--- config.mk ---
export PLATFORM = sky130hd
export DESIGN_NAME = dmem_req_ctrl
export DESIGN_NICKNAME = d
export VERILOG_FILES = /design/src/rtl/sirius_mem_pkg.sv /design/src/rtl/dmem_lane_gen.sv /design/src/rtl/dmem_req_ctrl.sv
export SDC_FILE = /design/constraint.sdc
export NUM_CORES = 1
export LEC_CHECK = 0
export CORE_UTILIZATION = 30
export DETAILED_ROUTE_END_ITERATION = 10
export GPL_TIMING_DRIVEN = 1
export SLEW_MARGIN = 40
export SYNTH_ARGS = -nofsm -noshare
export SYNTH_HDL_FRONTEND = slang
export SYNTH_HIERARCHICAL = 1
export SYNTH_SLANG_ARGS = --single-unit
--- constraint.sdc ---
create_clock -name clk -period 8.01 [get_ports clk]
set_input_delay 2.403 -clock clk [delete_from_list [all_inputs] [get_ports clk]]
set_output_delay 2.403 -clock clk [all_outputs]
set_load 0.005 [all_outputs]
--- src/rtl/sirius_mem_pkg.sv ---
// Shared definitions for the data-memory request path: exception codes,
// access-size encoding and the request controller state type.
package sirius_mem_pkg;

    localparam logic [4:0] EXC_MOD  = 5'd1;
    localparam logic [4:0] EXC_TLBL = 5'd2;
    localparam logic [4:0] EXC_TLBS = 5'd3;
    localparam logic [4:0] EXC_ADEL = 5'd4;
    localparam logic [4:0] EXC_ADES = 5'd5;

    typedef enum logic [1:0] {
        SZ_BYTE = 2'd0,
        SZ_HALF = 2'd1,
        SZ_WORD = 2'd2,
        SZ_RSVD = 2'd3
    } mem_size_e;

    typedef enum logic [1:0] {
        ST_IDLE  = 2'd0,
        ST_REQ   = 2'd1,
        ST_WAIT  = 2'd2,
        ST_DRAIN = 2'd3
    } dmem_state_e;

endpackage

--- src/rtl/dmem_lane_gen.sv ---
// Combinational byte-lane generator: turns access size, low address bits and
// LSB-aligned store data into byte enables, lane-replicated data and a misalignment flag.
module dmem_lane_gen
    import sirius_mem_pkg::*;
#(
    parameter int DATA_W = 32
) (
    input  mem_size_e             size,
    input  logic [1:0]            addr_lo,
    input  logic [DATA_W-1:0]     wdata,
    output logic [DATA_W/8-1:0]   wstrb,
    output logic [DATA_W-1:0]     wdata_aligned,
    output logic                  misaligned
);

    localparam int STRB_W = DATA_W / 8;

    // The reserved size encoding falls into the default arm and behaves as a word.
    always_comb begin
        wstrb         = '1;
        wdata_aligned = wdata;
        misaligned    = 1'b0;
        case (size)
            SZ_BYTE: begin
                wstrb         = STRB_W'(1) << addr_lo;
                wdata_aligned = {STRB_W{wdata[7:0]}};
            end
            SZ_HALF: begin
                wstrb         = STRB_W'(3) << addr_lo;
                wdata_aligned = {(DATA_W/16){wdata[15:0]}};
                misaligned    = addr_lo[0];
            end
            default: begin
                wstrb         = '1;
                wdata_aligned = wdata;
                misaligned    = (addr_lo != 2'b00);
            end
        endcase
    end

endmodule

--- src/rtl/dmem_req_ctrl.sv ---
// Memory-stage data access controller: prioritised address/TLB exceptions, one outstanding
// bus request, pipeline stall until the response. Define DMEM_PERF_CNT_EN for perf counters.
module dmem_req_ctrl
    import sirius_mem_pkg::*;
#(
    parameter int ADDR_W = 32,
    parameter int DATA_W = 32
) (
    input  logic                  clk,
    input  logic                  rst,
    input  logic                  req_valid,
    input  logic                  req_we,
    input  logic [1:0]            req_size,
    input  logic [ADDR_W-1:0]     req_vaddr,
    input  logic [DATA_W-1:0]     req_wdata,
    input  logic                  flush,
    input  logic [ADDR_W-1:0]     daddr_psy,
    input  logic                  data_uncached,
    input  logic                  data_miss,
    input  logic                  data_tlb_invalid,
    input  logic                  data_illegal,
    input  logic                  data_dirty,
    output logic                  stall,
    output logic                  resp_valid,
    output logic [DATA_W-1:0]     resp_rdata,
    output logic                  exc_valid,
    output logic [4:0]            exc_code,
    output logic                  exc_refill,
    output logic [ADDR_W-1:0]     exc_badvaddr,
    output logic                  bus_valid,
    input  logic                  bus_ready,
    output logic [ADDR_W-1:0]     bus_addr,
    output logic                  bus_we,
    output logic [DATA_W/8-1:0]   bus_wstrb,
    output logic [DATA_W-1:0]     bus_wdata,
    output logic [1:0]            bus_size,
    output logic                  bus_uncached,
`ifdef DMEM_PERF_CNT_EN
    output logic [31:0]           perf_tlb_exc,
    output logic [31:0]           perf_uncached,
`endif
    input  logic                  bus_rvalid,
    input  logic [DATA_W-1:0]     bus_rdata
);

    localparam int STRB_W = DATA_W / 8;

    dmem_state_e         state_q, state_d;
    logic                exc_valid_q, exc_valid_d;
    logic [4:0]          exc_code_q, exc_code_d;
    logic                exc_refill_q, exc_refill_d;
    logic [ADDR_W-1:0]   exc_badvaddr_q, exc_badvaddr_d;
    logic                resp_valid_q, resp_valid_d;
    logic [DATA_W-1:0]   resp_rdata_q, resp_rdata_d;
    logic [ADDR_W-1:0]   addr_q, addr_d;
    logic                we_q, we_d;
    mem_size_e           size_q, size_d;
    logic [STRB_W-1:0]   strb_q, strb_d;
    logic [DATA_W-1:0]   wdata_q, wdata_d;
    logic                uncached_q, uncached_d;

    logic [STRB_W-1:0]   lane_strb;
    logic [DATA_W-1:0]   lane_wdata;
    logic                lane_misaligned;
    logic                accept;
    logic                exc_hit;
    logic [4:0]          exc_code_n;
    logic                exc_refill_n;

    dmem_lane_gen #(
        .DATA_W (DATA_W)
    ) u_lane_gen (
        .size          (mem_size_e'(req_size)),
        .addr_lo       (req_vaddr[1:0]),
        .wdata         (req_wdata),
        .wstrb         (lane_strb),
        .wdata_aligned (lane_wdata),
        .misaligned    (lane_misaligned)
    );

    // Reset is folded in so that stall reads 0 while reset is held.
    assign accept = ~rst & (state_q == ST_IDLE) & req_valid & ~flush;

    // Fixed priority: alignment/illegal, refill miss, invalid entry, then write to clean page.
    always_comb begin
        exc_hit      = 1'b1;
        exc_code_n   = 5'd0;
        exc_refill_n = 1'b0;
        if (lane_misaligned || data_illegal) begin
            exc_code_n = req_we ? EXC_ADES : EXC_ADEL;
        end else if (data_miss) begin
            exc_code_n   = req_we ? EXC_TLBS : EXC_TLBL;
            exc_refill_n = 1'b1;
        end else if (data_tlb_invalid) begin
            exc_code_n = req_we ? EXC_TLBS : EXC_TLBL;
        end else if (req_we && !data_dirty) begin
            exc_code_n = EXC_MOD;
        end else begin
            exc_hit = 1'b0;
        end
    end

    always_comb begin
        state_d        = state_q;
        exc_valid_d    = 1'b0;
        exc_code_d     = exc_code_q;
        exc_refill_d   = exc_refill_q;
        exc_badvaddr_d = exc_badvaddr_q;
        resp_valid_d   = 1'b0;
        resp_rdata_d   = resp_rdata_q;
        addr_d         = addr_q;
        we_d           = we_q;
        size_d         = size_q;
        strb_d         = strb_q;
        wdata_d        = wdata_q;
        uncached_d     = uncached_q;
        case (state_q)
            ST_IDLE: begin
                if (accept && exc_hit) begin
                    exc_valid_d    = 1'b1;
                    exc_code_d     = exc_code_n;
                    exc_refill_d   = exc_refill_n;
                    exc_badvaddr_d = req_vaddr;
                end else if (accept) begin
                    addr_d     = daddr_psy;
                    we_d       = req_we;
                    size_d     = (req_size == SZ_RSVD) ? SZ_WORD : mem_size_e'(req_size);
                    strb_d     = req_we ? lane_strb : '0;
                    wdata_d    = req_we ? lane_wdata : '0;
                    uncached_d = data_uncached;
                    state_d    = ST_REQ;
                end
            end
            // A flush that coincides with bus_ready is too late: the bus owns it, so drain.
            ST_REQ: begin
                if (flush) begin
                    state_d = bus_ready ? ST_DRAIN : ST_IDLE;
                end else if (bus_ready) begin
                    state_d = ST_WAIT;
                end
            end
            ST_WAIT: begin
                if (bus_rvalid) begin
                    state_d      = ST_IDLE;
                    resp_valid_d = ~flush;
                    resp_rdata_d = bus_rdata;
                end else if (flush) begin
                    state_d = ST_DRAIN;
                end
            end
            ST_DRAIN: begin
                if (bus_rvalid) begin
                    state_d = ST_IDLE;
                end
            end
            default: state_d = ST_IDLE;
        endcase
    end

    always_ff @(posedge clk or posedge rst) begin
        if (rst) begin
            state_q        <= ST_IDLE;
            exc_valid_q    <= 1'b0;
            exc_code_q     <= 5'd0;
            exc_refill_q   <= 1'b0;
            exc_badvaddr_q <= '0;
            resp_valid_q   <= 1'b0;
            resp_rdata_q   <= '0;
            addr_q         <= '0;
            we_q           <= 1'b0;
            size_q         <= SZ_BYTE;
            strb_q         <= '0;
            wdata_q        <= '0;
            uncached_q     <= 1'b0;
        end else begin
            state_q        <= state_d;
            exc_valid_q    <= exc_valid_d;
            exc_code_q     <= exc_code_d;
            exc_refill_q   <= exc_refill_d;
            exc_badvaddr_q <= exc_badvaddr_d;
            resp_valid_q   <= resp_valid_d;
            resp_rdata_q   <= resp_rdata_d;
            addr_q         <= addr_d;
            we_q           <= we_d;
            size_q         <= size_d;
            strb_q         <= strb_d;
            wdata_q        <= wdata_d;
            uncached_q     <= uncached_d;
        end
    end

    assign stall        = (state_q != ST_IDLE) | (accept & ~exc_hit);
    assign resp_valid   = resp_valid_q;
    assign resp_rdata   = resp_rdata_q;
    assign exc_valid    = exc_valid_q;
    assign exc_code     = exc_code_q;
    assign exc_refill   = exc_refill_q;
    assign exc_badvaddr = exc_badvaddr_q;
    assign bus_valid    = (state_q == ST_REQ);
    assign bus_addr     = addr_q;
    assign bus_we       = we_q;
    assign bus_wstrb    = strb_q;
    assign bus_wdata    = wdata_q;
    assign bus_size     = size_q;
    assign bus_uncached = uncached_q;

`ifdef DMEM_PERF_CNT_EN
    logic [31:0] perf_tlb_q, perf_tlb_d;
    logic [31:0] perf_unc_q, perf_unc_d;
    logic        tlb_exc_fire;

    always_comb begin
        tlb_exc_fire = accept & exc_hit &
                       ((exc_code_n == EXC_MOD) | (exc_code_n == EXC_TLBL) | (exc_code_n == EXC_TLBS));
        perf_tlb_d   = perf_tlb_q + 32'(tlb_exc_fire);
        perf_unc_d   = perf_unc_q + 32'(bus_valid & bus_ready & uncached_q);
    end

    always_ff @(posedge clk or posedge rst) begin
        if (rst) begin
            perf_tlb_q <= '0;
            perf_unc_q <= '0;
        end else begin
            perf_tlb_q <= perf_tlb_d;
            perf_unc_q <= perf_unc_d;
        end
    end

    assign perf_tlb_exc  = perf_tlb_q;
    assign perf_uncached = perf_unc_q;
`endif

endmodule

Word-level counts from Yosys, hierarchy flattened
Index checks and enable logic that the tools add are counted.
Widths: inputs -> output; s select.

operators by class
  shifts and indexed selects = 2
  reduce and logical (&&, ||, !) cells = 12
  eq/ne operators = 10
  bitwise operators = 9
  multiplexer cells = 31

operator list
  cell                 count
  $pmux 32 s2          1
  $mux 32              1
  $mux 2               11
  $mux 1               13
  $pmux 2 s4           1
  $pmux 4 s2           1
  $eq 2x2->1 const B   3
  $ne 2x2->1 const B   3
  $reduce_and 5->1     1
  $and 1x1->1          4
  $eq 2x1->1 const B   2
  $logic_not 2->1      2
  $mux 4               1
  $not 1->1            4
  $reduce_and 2->1     2
  $reduce_bool 2->1    2
  $shl 1x2->4 const A  1
  $shl 2x2->4 const A  1
  $mux 3               1
  $ne 3x2->1 const B   1
  $ne 3x3->1 const B   1
  $reduce_and 3->1     1
  $logic_and 1x1->1    2
  $pmux 1 s2           1
  other kinds (3)      3

word-level totals
  output and inout bits = 146
  register bits = 146

Longest topological paths before layout
  depth in word-level cells = 9
  mapped depth = 10
  gate-level depth less buffers = 6

By module
Netlist, hierarchy kept.

modules (own cells, without submodules)
  module         instances  area each (µm²)  cells each
  dmem_req_ctrl  1          5854.4           415
  dmem_lane_gen  1          513.0            64

Least setup slack after synthesis
Ideal clock, no wire load.

  path type = in2out
  from = input port req_size[1]
  to = output port stall
  cell stages on the path = 9
  buffers on the path = 3
  setup slack = 1.922 ns
  required time = 5.607 ns
  arrival time = 3.685 ns
  cells stage by stage = buf_6 > buf_2 > o21ai_0 > nand2_1 > nor4_4 > o21a_1 > nand2_1 > clkbuf_1 > nand2_1

on the way
  word-level cells in the longest chain between the ends = 7

RTL lines
  element                                        line                  source
  start, declared                                dmem_req_ctrl.sv:13   input logic [1:0] req_size,
  $eq 2x1->1 or $logic_not 2->1 (tied branches)  dmem_lane_gen.sv:23   case (size)
  $pmux 1 s2 (*)                                 dmem_lane_gen.sv:23
  net lane_misaligned                            dmem_req_ctrl.sv:64   logic lane_misaligned;
  $logic_or 1x1->1 (*)                           dmem_req_ctrl.sv:89   if (lane_misaligned || data_illegal) begin
  $mux 1 (*)                                     dmem_req_ctrl.sv:89
  $not 1->1 (*)                                  dmem_req_ctrl.sv:192  assign stall = (state_q != ST_IDLE) | (accept & ~exc_hit);
  $and 1x1->1 (*)                                dmem_req_ctrl.sv:192
  $or 1x1->1 (*)                                 dmem_req_ctrl.sv:192
  end, declared                                  dmem_req_ctrl.sv:23   output logic stall,

The timed path passes the listed nets; every way through them passes the cells marked *.

Worst setup path after layout
  from = input port req_vaddr[1]
  to = output port stall

on the way
  word-level cells in the longest chain between the ends = 7

RTL lines
  element              line                  source
  start, declared      dmem_req_ctrl.sv:14   input logic [ADDR_W-1:0] req_vaddr,
  $reduce_bool 2->1    dmem_lane_gen.sv:36   misaligned = (addr_lo != 2'b00);
  $pmux 1 s2           dmem_lane_gen.sv:23
  net lane_misaligned  dmem_req_ctrl.sv:64
  $logic_or 1x1->1     dmem_req_ctrl.sv:89
  $mux 1               dmem_req_ctrl.sv:89
  $not 1->1            dmem_req_ctrl.sv:192
  $and 1x1->1          dmem_req_ctrl.sv:192
  $or 1x1->1           dmem_req_ctrl.sv:192

The timed path passes the listed nets, and every way through them passes these cells.

==> results.txt <==
- Result of the run: completed
- RSZ-0062 raised after global routing: false
- Total core area: 20500 um2
* P_leak: 0.00440 uW
* Number of global-route vias before repair: 5055
- Worst min-delay path class: flop to flop
- Number of enable-type register cells in the synthesized netlist: 0
- Number of antenna violations at the first check in global routing: 0
- The slowest stage of the critical path is the sky130_fd_sc_hd__clkdlybuf4s50_1 cell.
- Count of inserted antenna diode cells: 0
- The worst register-to-register path has a depth of 4.
* Initial core utilization: 31.1%
- First-pass GRT wire length: 28.5 mm
* Headroom to the max-slew limit: 48.0%
* Maximum clock insertion buffer count: 2
- Dominant register cell in the synthesized netlist: sky130_fd_sc_hd__dfrtp_1
- After the first detailed-routing iteration, the DRC count stood at 125.
- At the worst endpoint, the required time is 5.61 ns.
- After synthesis, flip-flops and latches occupy 56.6% of the total area.
- Post-detailed-route count of antenna-violating nets: 0
* Detailed placement HPWL: 13.1 mm
- Final routed wire length divided by cell count: 17.5 um
- CTS tree: done
- In this run the most critical hold path is launched from exc_code[1].
- For this run, the total global-route usage over all layers was measured as 17.0%.
- Maximum number of pins on one net before global-route repair: 79
- After routing the design area is 10000 um2.
* Final WL: 18.1 mm
- For the pin with the worst max-slew slack, the measured transition is 0.781 ns.
- Hold timing on the final database bottoms out at a slack of 0.496 ns.
* Achievable clock frequency: 143 MHz
* Insertion delay to the later sink of the worst-skew pair: 0.42 ns
- For this run, asynchronously set or reset flops after synthesis account for 100%.
- Pre-antenna DRT Iters: 4
* Net total in the final layout: 897
* Register-to-Register Setup Slack: 5.51 ns
- Max-slew violation total from the final report: 0
- Residual DRC count: 0
- Area of the die: 21800 um2
* TritonCTS Sinks: 144
- The floorplan step set the die height to 148 um.
* I/O pin cnt: 288
- Routability congestion estimate from global placement: 0.772
- By area the synthesized netlist is led by sky130_fd_sc_hd__dfrtp_1 57%, sky130_fd_sc_hd__mux2_4 15%, sky130_fd_sc_hd__mux2_2 8.5%.
- Of the available clock period, the critical path in the final layout requires 87.3%.
- Synthesis handed over a netlist of 479 instances.
- By instance count, the cell type seen most on the critical path is sky130_fd_sc_hd__nand2_1.
- After detailed routing, the number of vias per cell comes to 4.63.
- Fraction of post-synthesis cell area in the top cell type by area: 56.6%
* Delay contributed by the slowest stage of the critical path: 0.53 ns
- Counting the buffers created by CTS gives 17.
- Number of placement rows: 52
* Proportion of layout cells with a drive suffix above 1: 21.0%
* Leading cell types in the layout, fill and taps excluded: 285 x sky130_fd_sc_hd__clkdlybuf4s50_1, 144 x sky130_fd_sc_hd__dfrtp_1, 83 x sky130_fd_sc_hd__o21ai_0, 64 x sky130_fd_sc_hd__mux2_4, 50 x sky130_fd_sc_hd__nand2_1
* Number of input and output port buffers inserted: 285
- Post-CTS timing repair inserted 0 buffers for setup.
- Dividing the synthesized area by the synthesized cell count gives 13.3 um2.
- After synthesis the netlist holds a flip-flop and latch count of 144.
- The count of final hold-check violations is 0.
- Netlist Area Pre-Place: 6370 um2
- CTS built an H-tree with a depth of 4.
- Power per Cell Area: 277 nW/um2
- Worst reg2reg path endpoint: bus_uncached
- Buffers inserted to repair hold after CTS numbered 0.
* Worst-path cell chain: clkdlybuf4s50_1 > o21ai_0 > nand2_1 > nor4_4 > o21a_1 > nand2_1 > nand2_1 > clkdlybuf4s50_1
- Setup violations remaining at the end of the flow were counted as 0.
* Die outline width: 148 um
- Worst-path clk slew: 0.06 ns
* Resized Gates After CTS: 0
* Final period demand of the worst path: 6.99 ns
- The startpoint identified for the worst register-to-register timing path is state_q[1].
- Along the worst path, the maximum fanout reaches 7.
- Counting the fill cells in the layout gives 1862.
* Largest area contributor in the synthesized netlist: sky130_fd_sc_hd__dfrtp_1
- CTS root buf: sky130_fd_sc_hd__clkbuf_16
* Synth-to-layout area growth: 57.6%
- The path with the worst hold slack has its endpoint at exc_code[1].
- The clock arrives with 0.00989 ns of skew.
* Startpoint Class: input port
- VDD sags by at most 0.159 mV.
- Number of violations of the max-capacitance limit: 0
- In the final timing run, aggregate negative setup slack is 0 ns.
- Warnings, synthesis: 6
- The worst setup path is captured at an output port.
- The detailed router placed 4810 vias in this run.
- At the worst endpoint, the arrival time is 4.59 ns.
- Cell variety after synth: 33
* Worst hold path depth: 1
* Cell area after placement: 9410 um2
- Global routing finished with a remaining overflow of 0.
* WS Path Type: input port to output port
- Most common library cell in the layout ignoring fill and taps: sky130_fd_sc_hd__clkdlybuf4s50_1
[sequential cells by signal (all words and copies together), names as in the netlist, 2 cells and up]
register and cells:
resp_rdata 32, exc_code 3, bus_addr 32, bus_wdata 32, bus_size 2, state_q 2, bus_wstrb 4, exc_badvaddr 32
[power by group]
group          total [uW]  switching [uW]  leakage, uW  internal (uW)
sequential           1060             117      0.00187            941
combinational         926             277      0.00225            649
clock                 797             323     0.000284            474
total                2780             718      0.00440           2060
[worst max-delay path, delay by kind of cell]
family	cells	cell delay, ns
compound gates	2	0.43
buf+inv	2	1.04
simple gates	4	0.72
[through the flow]
stage | total power (uW) | util, % | std cells | setup slack [ns]
after floorplan | 1410 | - | 480 | 1.74
after global placement | 1980 | 45.6 | 1002 | 1.07
after detailed placement | 2000 | 45.9 | 1005 | 0.976
after CTS | 2830 | 48.8 | 1037 | 0.971
after global routing | 2930 | 49.0 | 1038 | 0.872
final | 2780 | 49.0 | 1038 | 1.02
[layout make-up]
type / count / area (um2) / area share, %
clock buffers: 19 / 443 / 4.41
clock inverters: 13 / 154 / 1.53
inverters: 5 / 23.8 / 0.237
multi-input cells: 292 / 2480 / 24.8
flip-flops and latches: 144 / 3600 / 35.9
well taps: 270 / 338 / 3.37
repair buffers: 295 / 2990 / 29.8
[cells in the mapped netlist, drive strengths merged (2+ instances only)]
| cell type | count |
|---|---|
| inv | 5 |
| buf | 26 |
| o21a | 2 |
| nand2b | 2 |
| clkbuf | 13 |
| mux2 | 114 |
| o2bb2ai | 2 |
| o21ai | 93 |
| mux2i | 8 |
| nand3 | 2 |
| nor2 | 8 |
| nand2 | 51 |
| dfrtp | 144 |
[layer usage]
metal  global-route usage (%)  vias to the layer above  routed length (um)
met1                     20.2                     2383                7480
met5                        0                        -                   0
met4                     6.60                        0                 354
met2                     28.6                      190                8830
li1                         -                     2211                   -
met3                     5.15                       26                1470
[kinds of logic after synthesis]
logic type | synth area share, %
AND/OR/NAND/NOR | 4.97
AO/OA/AOI/OAI | 8.27
multiplexers | 25.2
flip-flops | 56.6
other | 0.0589
buffers and inverters | 4.77
XOR/XNOR | 0.138
[how the worst max path moves through the flow]
stage             endpoint  slack, ns    startpoint  depth (start not counted)
2_1_floorplan  bus_addr[0]       1.74           rst                          1
3_3_place_gp         stall       1.07  req_vaddr[1]                          8
3_5_place_dp         stall       0.98  req_vaddr[1]                          8
4_1_cts              stall       0.97  req_vaddr[1]                          8
5_1_grt              stall       0.87  req_vaddr[1]                          8
6_report             stall       1.02  req_vaddr[1]                          8
Note: power is estimated with default switching activity, not from simulation.
